**src/rtl/ilm_pkg.sv**
```systemverilog
// ilm_pkg: shared constants and helpers for the Improved Logarithmic Multiplier.
//   IN_W     operand width (two's complement)
//   OUT_W    product width (two's complement)
//   MAG_W    signed width of the shift/add intermediate
//   K_W      width of a rounded exponent K (0..IN_W)
//   Q_W      signed width of a rounding remainder q = m - 2^K
//   PROD_MAX / PROD_MIN  saturation limits of the product output
package ilm_pkg;

  localparam int IN_W  = 9;
  localparam int OUT_W = 2 * IN_W - 1;
  localparam int MAG_W = 2 * IN_W + 1;
  localparam int K_W   = $clog2(IN_W + 1);
  localparam int Q_W   = IN_W + 1;

  localparam logic signed [OUT_W-1:0] PROD_MAX = {1'b0, {(OUT_W-1){1'b1}}};
  localparam logic signed [OUT_W-1:0] PROD_MIN = {1'b1, {(OUT_W-1){1'b0}}};

  // Magnitude of a two's complement operand as an unsigned IN_W-bit value.
  // The most negative input maps onto 2^(IN_W-1), which still fits unsigned.
  function automatic logic [IN_W-1:0] abs_mag(input logic [IN_W-1:0] v);
    abs_mag = v[IN_W-1] ? (~v + IN_W'(1)) : v;
  endfunction

endpackage

```
**src/rtl/ilm_round_pow2.sv**
```systemverilog
// ilm_round_pow2: rounds an unsigned magnitude to its nearest power of two.
//   mag_i   unsigned operand magnitude
//   k_o     exponent K of the chosen power of two
//   q_o     signed remainder mag_i - 2^K (negative when rounded up)
//   zero_o  magnitude is zero (k_o/q_o are then meaningless)
module ilm_round_pow2
  import ilm_pkg::*;
(
  input  logic [IN_W-1:0]       mag_i,
  output logic [K_W-1:0]        k_o,
  output logic signed [Q_W-1:0] q_o,
  output logic                  zero_o
);

  logic [K_W-1:0] lead;
  logic [IN_W:0]  mag_up;
  logic           round_up;
  logic [Q_W-1:0] p2;

  // Leading-one detector: the highest set bit wins.
  always_comb begin
    lead = '0;
    for (int i = 0; i < IN_W; i++) begin
      if (mag_i[i]) lead = K_W'(i);
    end
  end

  // Bit i of mag_up is mag_i[i-1], so indexing with the leading-one position
  // reads the bit just below it, and reads the padded 0 when lead is 0.
  assign mag_up   = {mag_i, 1'b0};
  assign round_up = mag_up[lead];

  assign k_o    = lead + K_W'(round_up);
  assign p2     = Q_W'(1) << k_o;
  assign q_o    = $signed({1'b0, mag_i}) - $signed(p2);
  assign zero_o = ~|mag_i;

endmodule

```
**src/rtl/ilm_mult.sv**
```systemverilog
// ilm_mult: signed approximate multiplier (Improved Logarithmic Multiplier).
// Each operand magnitude is rounded to its nearest power of two and the
// product is formed as 2^(Ka+Kb) + qa*2^Kb + qb*2^Ka, then signed and
// saturated. One registered output stage, one cycle latency.
//   clk        rising-edge clock
//   rst_n      synchronous active-low reset
//   in_valid   operands valid this cycle
//   in1, in2   signed operands
//   out_valid  product/carry valid (in_valid delayed one cycle)
//   product    signed approximate product (holds when no new operands)
//   carry      product was saturated
module ilm_mult
  import ilm_pkg::*;
(
  input  logic                    clk,
  input  logic                    rst_n,
  input  logic                    in_valid,
  input  logic signed [IN_W-1:0]  in1,
  input  logic signed [IN_W-1:0]  in2,
  output logic                    out_valid,
  output logic signed [OUT_W-1:0] product,
  output logic                    carry
);

  localparam logic signed [MAG_W-1:0] LIM_HI = {{(MAG_W-OUT_W){1'b0}}, PROD_MAX};
  localparam logic signed [MAG_W-1:0] LIM_LO = {{(MAG_W-OUT_W){1'b1}}, PROD_MIN};

  logic                    sign_res;
  logic [IN_W-1:0]         mag_a, mag_b;
  logic [K_W-1:0]          k_a, k_b;
  logic signed [Q_W-1:0]   q_a, q_b;
  logic                    zero_a, zero_b;

  logic [K_W:0]            k_sum;
  logic signed [MAG_W-1:0] pow_term, q_a_ext, q_b_ext, mag_m, res_m;

  logic signed [OUT_W-1:0] product_d, product_q;
  logic                    carry_d, carry_q;
  logic                    out_valid_q;

  assign sign_res = in1[IN_W-1] ^ in2[IN_W-1];
  assign mag_a    = abs_mag(in1);
  assign mag_b    = abs_mag(in2);

  ilm_round_pow2 u_round_a (
    .mag_i  (mag_a),
    .k_o    (k_a),
    .q_o    (q_a),
    .zero_o (zero_a)
  );

  ilm_round_pow2 u_round_b (
    .mag_i  (mag_b),
    .k_o    (k_b),
    .q_o    (q_b),
    .zero_o (zero_b)
  );

  // Shift/add core. Each cross term is below 2^(Ka+Kb-1) in magnitude, so
  // MAG_W signed bits cover the sum and its negation without wrap.
  assign k_sum    = {1'b0, k_a} + {1'b0, k_b};
  assign pow_term = MAG_W'(1) << k_sum;
  assign q_a_ext  = {{(MAG_W-Q_W){q_a[Q_W-1]}}, q_a};
  assign q_b_ext  = {{(MAG_W-Q_W){q_b[Q_W-1]}}, q_b};
  assign mag_m    = pow_term + (q_a_ext <<< k_b) + (q_b_ext <<< k_a);
  assign res_m    = sign_res ? -mag_m : mag_m;

  always_comb begin
    product_d = res_m[OUT_W-1:0];
    carry_d   = 1'b0;
    if (zero_a || zero_b) begin
      product_d = '0;
    end else if (res_m > LIM_HI) begin
      product_d = PROD_MAX;
      carry_d   = 1'b1;
    end else if (res_m < LIM_LO) begin
      product_d = PROD_MIN;
      carry_d   = 1'b1;
    end
  end

  always_ff @(posedge clk) begin
    if (!rst_n) begin
      out_valid_q <= 1'b0;
      product_q   <= '0;
      carry_q     <= 1'b0;
    end else begin
      out_valid_q <= in_valid;
      if (in_valid) begin
        product_q <= product_d;
        carry_q   <= carry_d;
      end
    end
  end

  assign out_valid = out_valid_q;
  assign product   = product_q;
  assign carry     = carry_q;

endmodule

```
**config.mk**
```make
export PLATFORM = sky130hd
export DESIGN_NAME = ilm_mult
export DESIGN_NICKNAME = d
export VERILOG_FILES = /design/src/rtl/ilm_pkg.sv /design/src/rtl/ilm_round_pow2.sv /design/src/rtl/ilm_mult.sv
export SDC_FILE = /design/constraint.sdc
export NUM_CORES = 1
export LEC_CHECK = 0
export CORE_UTILIZATION = 68
export CTS_BUF_LIST = sky130_fd_sc_hd__clkbuf_8
export CTS_CLUSTER_SIZE = 30
export DETAILED_ROUTE_END_ITERATION = 16
export HOLD_SLACK_MARGIN = 0.1
export PLACE_DENSITY = 0.92
export SYNTH_ARGS = -nofsm -noshare
export SYNTH_HDL_FRONTEND = slang
export SYNTH_HIERARCHICAL = 1
export SYNTH_SLANG_ARGS = --single-unit
```
**constraint.sdc**
```tcl
create_clock -name clk -period 32.3 [get_ports clk]
set_clock_uncertainty 0.2 [all_clocks]
set_input_delay 6.46 -clock clk [delete_from_list [all_inputs] [get_ports clk]]
set_output_delay 6.46 -clock clk [all_outputs]
set_load 0.02 [all_outputs]
```
# Word level (Yosys, flattened, before mapping)
# Index checks and enable logic that the tools add are counted.
# totals
reg_bits	19
wordCells	59
# classes
add_sub_neg	10
n_lt_le_gt_ge	4
shifts	5
muxes	29
bitwise_logic	3
reduce_logical	5
# op_table
cell	count
17-bit two-way mux	3
19-bit adder	2
10-bit by 4-bit <<< shifter with 19-bit output	2
3-bit two-way mux	8
1-bit by 4-bit << shifter with 10-bit output (first input constant)	2
10-bit subtractor	2
19-bit by 17-bit > comparator with 1-bit output (second input constant)	1
19-bit by 17-bit < comparator with 1-bit output (second input constant)	1
19-bit two-way mux	1
19-bit negation	1
1-bit by 5-bit << shifter with 19-bit output (first input constant)	1
9-bit by 1-bit adder with 9-bit output (second input constant)	2
9-bit two-way mux	2
9-bit NOT	2
9-bit OR reduction	2
4-bit by 5-bit < comparator with 1-bit output (second input constant)	2
4-bit by 1-bit adder with 4-bit output	2
1-bit binary-select mux with 4-bit select	2
2-bit two-way mux	4
4-bit two-way mux	2
1-bit two-way mux	7
4-bit by 4-bit adder with 5-bit output	1
1-bit logical NOT	2
1-bit logical OR	1
1-bit XOR	1

# Depth between registers and ports, before layout
# depth
ltp_word	25
depth_mapped	44

# Modules after synthesis
# The synthesis kept the hierarchy.
# by_module_without_submodules
module	instances	cells_each	area_per_inst_um2	seq_area_each_um2
ilm_mult	1	625	4642.0	380.4
ilm_round_pow2 at u_round_b	1	107	728.2	0.0
ilm_round_pow2 at u_round_a	1	103	714.4	0.0

# Least setup slack after synthesis
# OpenSTA, ideal clock, no wires.
# synth_timing
path_type	input to register
start	input port in1[5]
end	register product_q[13], in the netlist product[13]
arrival_ns	14.616
t_required_ns	31.978
slack_ns	17.363
path_stages	40
n_path_buf	3
cell_sequence	or4_1 > o21ai_0 > xnor2_1 > a21oi_1 > a221o_1 > a31oi_1 > nor2_1 > ha_1 > o21a_2 > or2_1 > clkbuf_1 > nor4_1 > ha_1 > inv_1 > fa_1 > a211oi_1 > o21bai_1 > a21o_1 > [4 not listed] > mux2_2 > nor2_1 > a31oi_1 > fa_1 > inv_1 > ha_1 > buf_2 > a21oi_1 > o21ai_1 > or2_1 > o221ai_1 > o211ai_1 > or4_4 > nor4_2 > nor3_4 > buf_6 > a21oi_2 > a21oi_1
# synth_between
elab_cells_between_ends	28
# synth_lines
item	line_no	rtl
start, declared	ilm_mult.sv:18	input logic signed [IN_W-1:0] in1,
9-bit NOT *	ilm_pkg.sv:22	abs_mag = v[IN_W-1] ? (~v + IN_W'(1)) : v;
9-bit by 1-bit adder with 9-bit output *	ilm_pkg.sv:22	
9-bit two-way mux *	ilm_pkg.sv:22	
named net mag_a[7]	ilm_mult.sv:29	logic [IN_W-1:0] mag_a, mag_b;
3-bit two-way mux	ilm_round_pow2.sv:24	if (mag_i[i]) lead = K_W'(i);
4-bit two-way mux	ilm_round_pow2.sv:24	
1-bit binary-select mux with 4-bit select	ilm_round_pow2.sv:31	assign round_up = mag_up[lead];
1-bit two-way mux (implied by the code)	ilm_round_pow2.sv:31	
[1 not listed]	--	
named net k_a[3]	ilm_mult.sv:30	logic [K_W-1:0] k_a, k_b;
[2 not listed]	--	
named net q_a[8]	ilm_mult.sv:31	logic signed [Q_W-1:0] q_a, q_b;
10-bit by 4-bit <<< shifter with 19-bit output *	ilm_mult.sv:65	assign mag_m = pow_term + (q_a_ext <<< k_b) + (q_b_ext <<< k_a);
19-bit adder * (2 in series)	ilm_mult.sv:65	
19-bit negation	ilm_mult.sv:66	assign res_m = sign_res ? -mag_m : mag_m;
19-bit two-way mux *	ilm_mult.sv:66	
19-bit by 17-bit < comparator with 1-bit output	ilm_mult.sv:76	end else if (res_m < LIM_LO) begin
17-bit two-way mux	ilm_mult.sv:76	
17-bit two-way mux *	ilm_mult.sv:73	end else if (res_m > LIM_HI) begin
17-bit two-way mux *	ilm_mult.sv:71	if (zero_a || zero_b) begin
end signal, assigned	ilm_mult.sv:90	product_q <= product_d;
end, declared	ilm_mult.sv:37	logic signed [OUT_W-1:0] product_d, product_q;
# The timed path passes the listed nets; every way through them passes the cells marked *. The select of a mux whose other input is x is not followed.
# A chain may end at the register's enable or synchronous reset.

# Worst setup path in the final report
# layout_timing
start	input port in2[0]
end	register product_q[0], in the netlist product[0]
# layout_between
elab_cells_between_ends	32
# layout_lines
item	line_no	rtl
start, declared	ilm_mult.sv:19	input logic signed [IN_W-1:0] in2,
9-bit NOT *	ilm_pkg.sv:22	
9-bit by 1-bit adder with 9-bit output *	ilm_pkg.sv:22	
9-bit two-way mux *	ilm_pkg.sv:22	
named net mag_b[6]	ilm_mult.sv:29	
3-bit two-way mux (2 in series)	ilm_round_pow2.sv:24	
4-bit two-way mux	ilm_round_pow2.sv:24	
1-bit binary-select mux with 4-bit select	ilm_round_pow2.sv:31	
1-bit two-way mux (implied by the code)	ilm_round_pow2.sv:31	
[1 not listed]	--	
named net k_b[1]	ilm_mult.sv:30	
[2 not listed]	--	
named net q_b[9]	ilm_mult.sv:31	
10-bit by 4-bit <<< shifter with 19-bit output *	ilm_mult.sv:65	
19-bit adder *	ilm_mult.sv:65	
19-bit negation	ilm_mult.sv:66	
19-bit two-way mux *	ilm_mult.sv:66	
19-bit by 17-bit < comparator with 1-bit output	ilm_mult.sv:76	
17-bit two-way mux	ilm_mult.sv:76	
17-bit two-way mux *	ilm_mult.sv:73	
17-bit two-way mux *	ilm_mult.sv:71	
# Marked as above.

==> flow_summary_export.csv <==
group,metric,value,unit
outcome,status,"finished, final reports clean",
floorplanning,die_h,96.60,um
logic_synthesis,yosysTopAreaCell,"ha_1",
sta,clock.fmax,59.40,MHz
critical_path,critPathArrivalTime,16.81,ns
cts,clock_latency,0.25,ns
cts,cts_tree,"yes",
logic_synthesis,postSynthCellCount,835,
cts,cts_root_buf,"clkbuf_8",
critical_path,endpoint,"product[0]",
finish,ff_latch_area,380.4,um2
logic_synthesis,ys_types,88,
floorplanning,die_area,0.009331,mm2
critical_path,endpoint_kind,"register",
logic_synthesis,synth_seq_cells,19,
critical_path,path_class,"in -> reg",
critical_path,slowest_stage,"ha_1",
run,maxCapViolations,0,
logic_synthesis,avgSynthCellArea,7.287,um2
floorplanning,die_x,96.60,um
logic_synthesis,seq_area_frac_synth,0.06251,
logic_synthesis,yosysWarnings,6,
placed_design,dp_slack,15.50,ns
finish,fillers,668,
critical_path,worstSetupStartpoint,"in2[0]",
global_route,grt_start_max_net_pins,35,
finish,layout_commonest_cell,"nor2_1",
sta,finalSetupViolations,0,
global_route,grt_pass1_wl,26220,um
critical_path,r2r_cells,3,
cts,htreeDepth,1,
logic_synthesis,synthArstFlopShare,0,
sta,period_share,0.5212,
route,drt_first_pass_iters,5,
sta,fin_ws,15.46,ns
logic_synthesis,yosys-top-cells-area,"ha_1, fa_1, dfxtp_1, xnor2_1, mux2i_1",
logic_synthesis,syn_area,0.006085,mm2
placed_design,gp_congestion,1.004,
finish,multiInputGateArea,0.005310,mm2
global_route,grt_pass1_vias,5707,
cts,ctsHoldBuffers,0,
route,drc,0,
logic_synthesis,netlist.area_leader.share,0.09459,
finish,n_antenna_cell,0,
cts,postCtsSetupRepairBufs,0,
sta,tns,0,ns
floorplanning,coreArea,0.008678,mm2
placed_design,numPortBuffers,39,
finish,nets,937,
critical_path,worst-r2r-setup-slack,30.95,ns
sta,final_max_slew_viol_count,0,
cts,ctsResizeCount,0,
logic_synthesis,synthFlopType,"dfxtp_1",
global_route,grt_usage,0.3524,
route,drt_iter0_drc,502,
route,wl,15930,um
sta,slew_headroom,0.3884,
sta,worstMarginPinSlew,0.9174,ns
route,num_vias,6237,
finish,final_cell_mix,"nor2_1, a21oi_1, nand2_1",
logic_synthesis,synth-edff-count,0,
cts,cts_buffers,3,
worst_hold_path,worstHoldStart,"product[0]",
critical_path,critPathRequiredTime,32.27,ns
critical_path,cp_max_fo,19,
route,via_per_inst,6.531,
critical_path,crit_path_start_kind,"input port",
finish,syn2layout_area_growth,7.465,%
global_route,grt-ovfl-total,0,
floorplanning,rows,34,
floorplanning,start_util,0.7011,
sta,hold_violations,0,
route,routedWlPerCell,16.68,um
cts,cts_max_path_buffers,2,
placed_design,hpwl,12830,um
sta,rsz0062_at_grt,"no",
critical_path,r2r_end,"product[5]",
floorplanning,io_pins,40,
global_route,antenna_found_initial,0,
logic_synthesis,syn-num-nets,924,
finish,drive_above_1_share,0.08383,
route,ant_nets,0,
sta,min_period,16.84,ns
worst_hold_path,worstHoldPathType,"reg -> reg",
cts,cts.sinks,19,
critical_path,crit_top_cell,"ha_1",
cts,clkTransAtPathRegs,0.07,ns
critical_path,r2r-start,"product[5]",
critical_path,slowest_delay,0.78,ns
-- cell families after synthesis --
group	count (synthesis)	synth area share
compound gates	249	0.2801
xor+xnor	60	0.08760
fa+ha+maj	68	0.1670
buf+inv	97	0.06601
flops	19	0.06251
mux	42	0.07074
simple gates	300	0.2661
-- routing by layer --
metal	vias up	global-route usage	share of wire
li1	3038	-	-
met1	2903	0.4522	0.44
met2	259	0.6403	0.48
met3	37	0.02739	0.058
met4	0	0.07721	0.019
met5	-	0	0
-- registers in the layout (all words and copies together), names as in the netlist --
register and count:
carry 1, product 17, out_valid 1
-- critical path, delay by kind of cell --
family | cells | cell delay [ns]
fa+ha+maj | 6 | 2.54
simple gates | 10 | 2.85
buf+inv | 3 | 0.80
compound gates | 13 | 3.17
mux | 2 | 0.30
xor+xnor | 1 | 0.65
-- area by class of cell --
cell class | count | share of cell area
clock buffer | 3 | 0.006315
clock inverter | 1 | 0.0005741
inverter | 58 | 0.03330
multi-input combinational | 719 | 0.8121
sequential | 19 | 0.05817
tap | 108 | 0.02067
timing repair buffer | 47 | 0.06889
-- per-stage QoR --
step / instances / instance area [um2] / hold WS [ns] / util
floorplan: 835 / 6085 / 0.3444 / -
global placement: 951 / 6494 / 0.2589 / 0.7483
global route: 955 / 6539 / 0.3487 / 0.7535
CTS: 955 / 6539 / 0.3212 / 0.7535
detailed placement: 951 / 6494 / 0.3117 / 0.7483
finish: 955 / 6539 / 0.3210 / 0.7535
-- worst min path at each step --
stage | end | slack (ns) | depth (start not counted)
2_1_floorplan | product[0] | 0.34 | 2
3_3_place_gp | product[0] | 0.26 | 2
3_5_place_dp | product[0] | 0.31 | 2
4_1_cts | product[0] | 0.32 | 2
5_1_grt | product[0] | 0.35 | 2
6_report | product[0] | 0.32 | 2
-- cells in the mapped netlist (20+ instances only) --
cell type   n
fa_1       22
nand2_1    66
mux2i_1    34
xnor2_1    43
ha_1       46
a21oi_1    66
inv_1      58
clkbuf_1   20
nor2b_1    26
o21ai_0    52
a21o_1     22
nand3_1    25
nor2_1     69
Power is not shown: default switching activity piles up to over one toggle a cycle in this logic, so the estimate is an artifact.
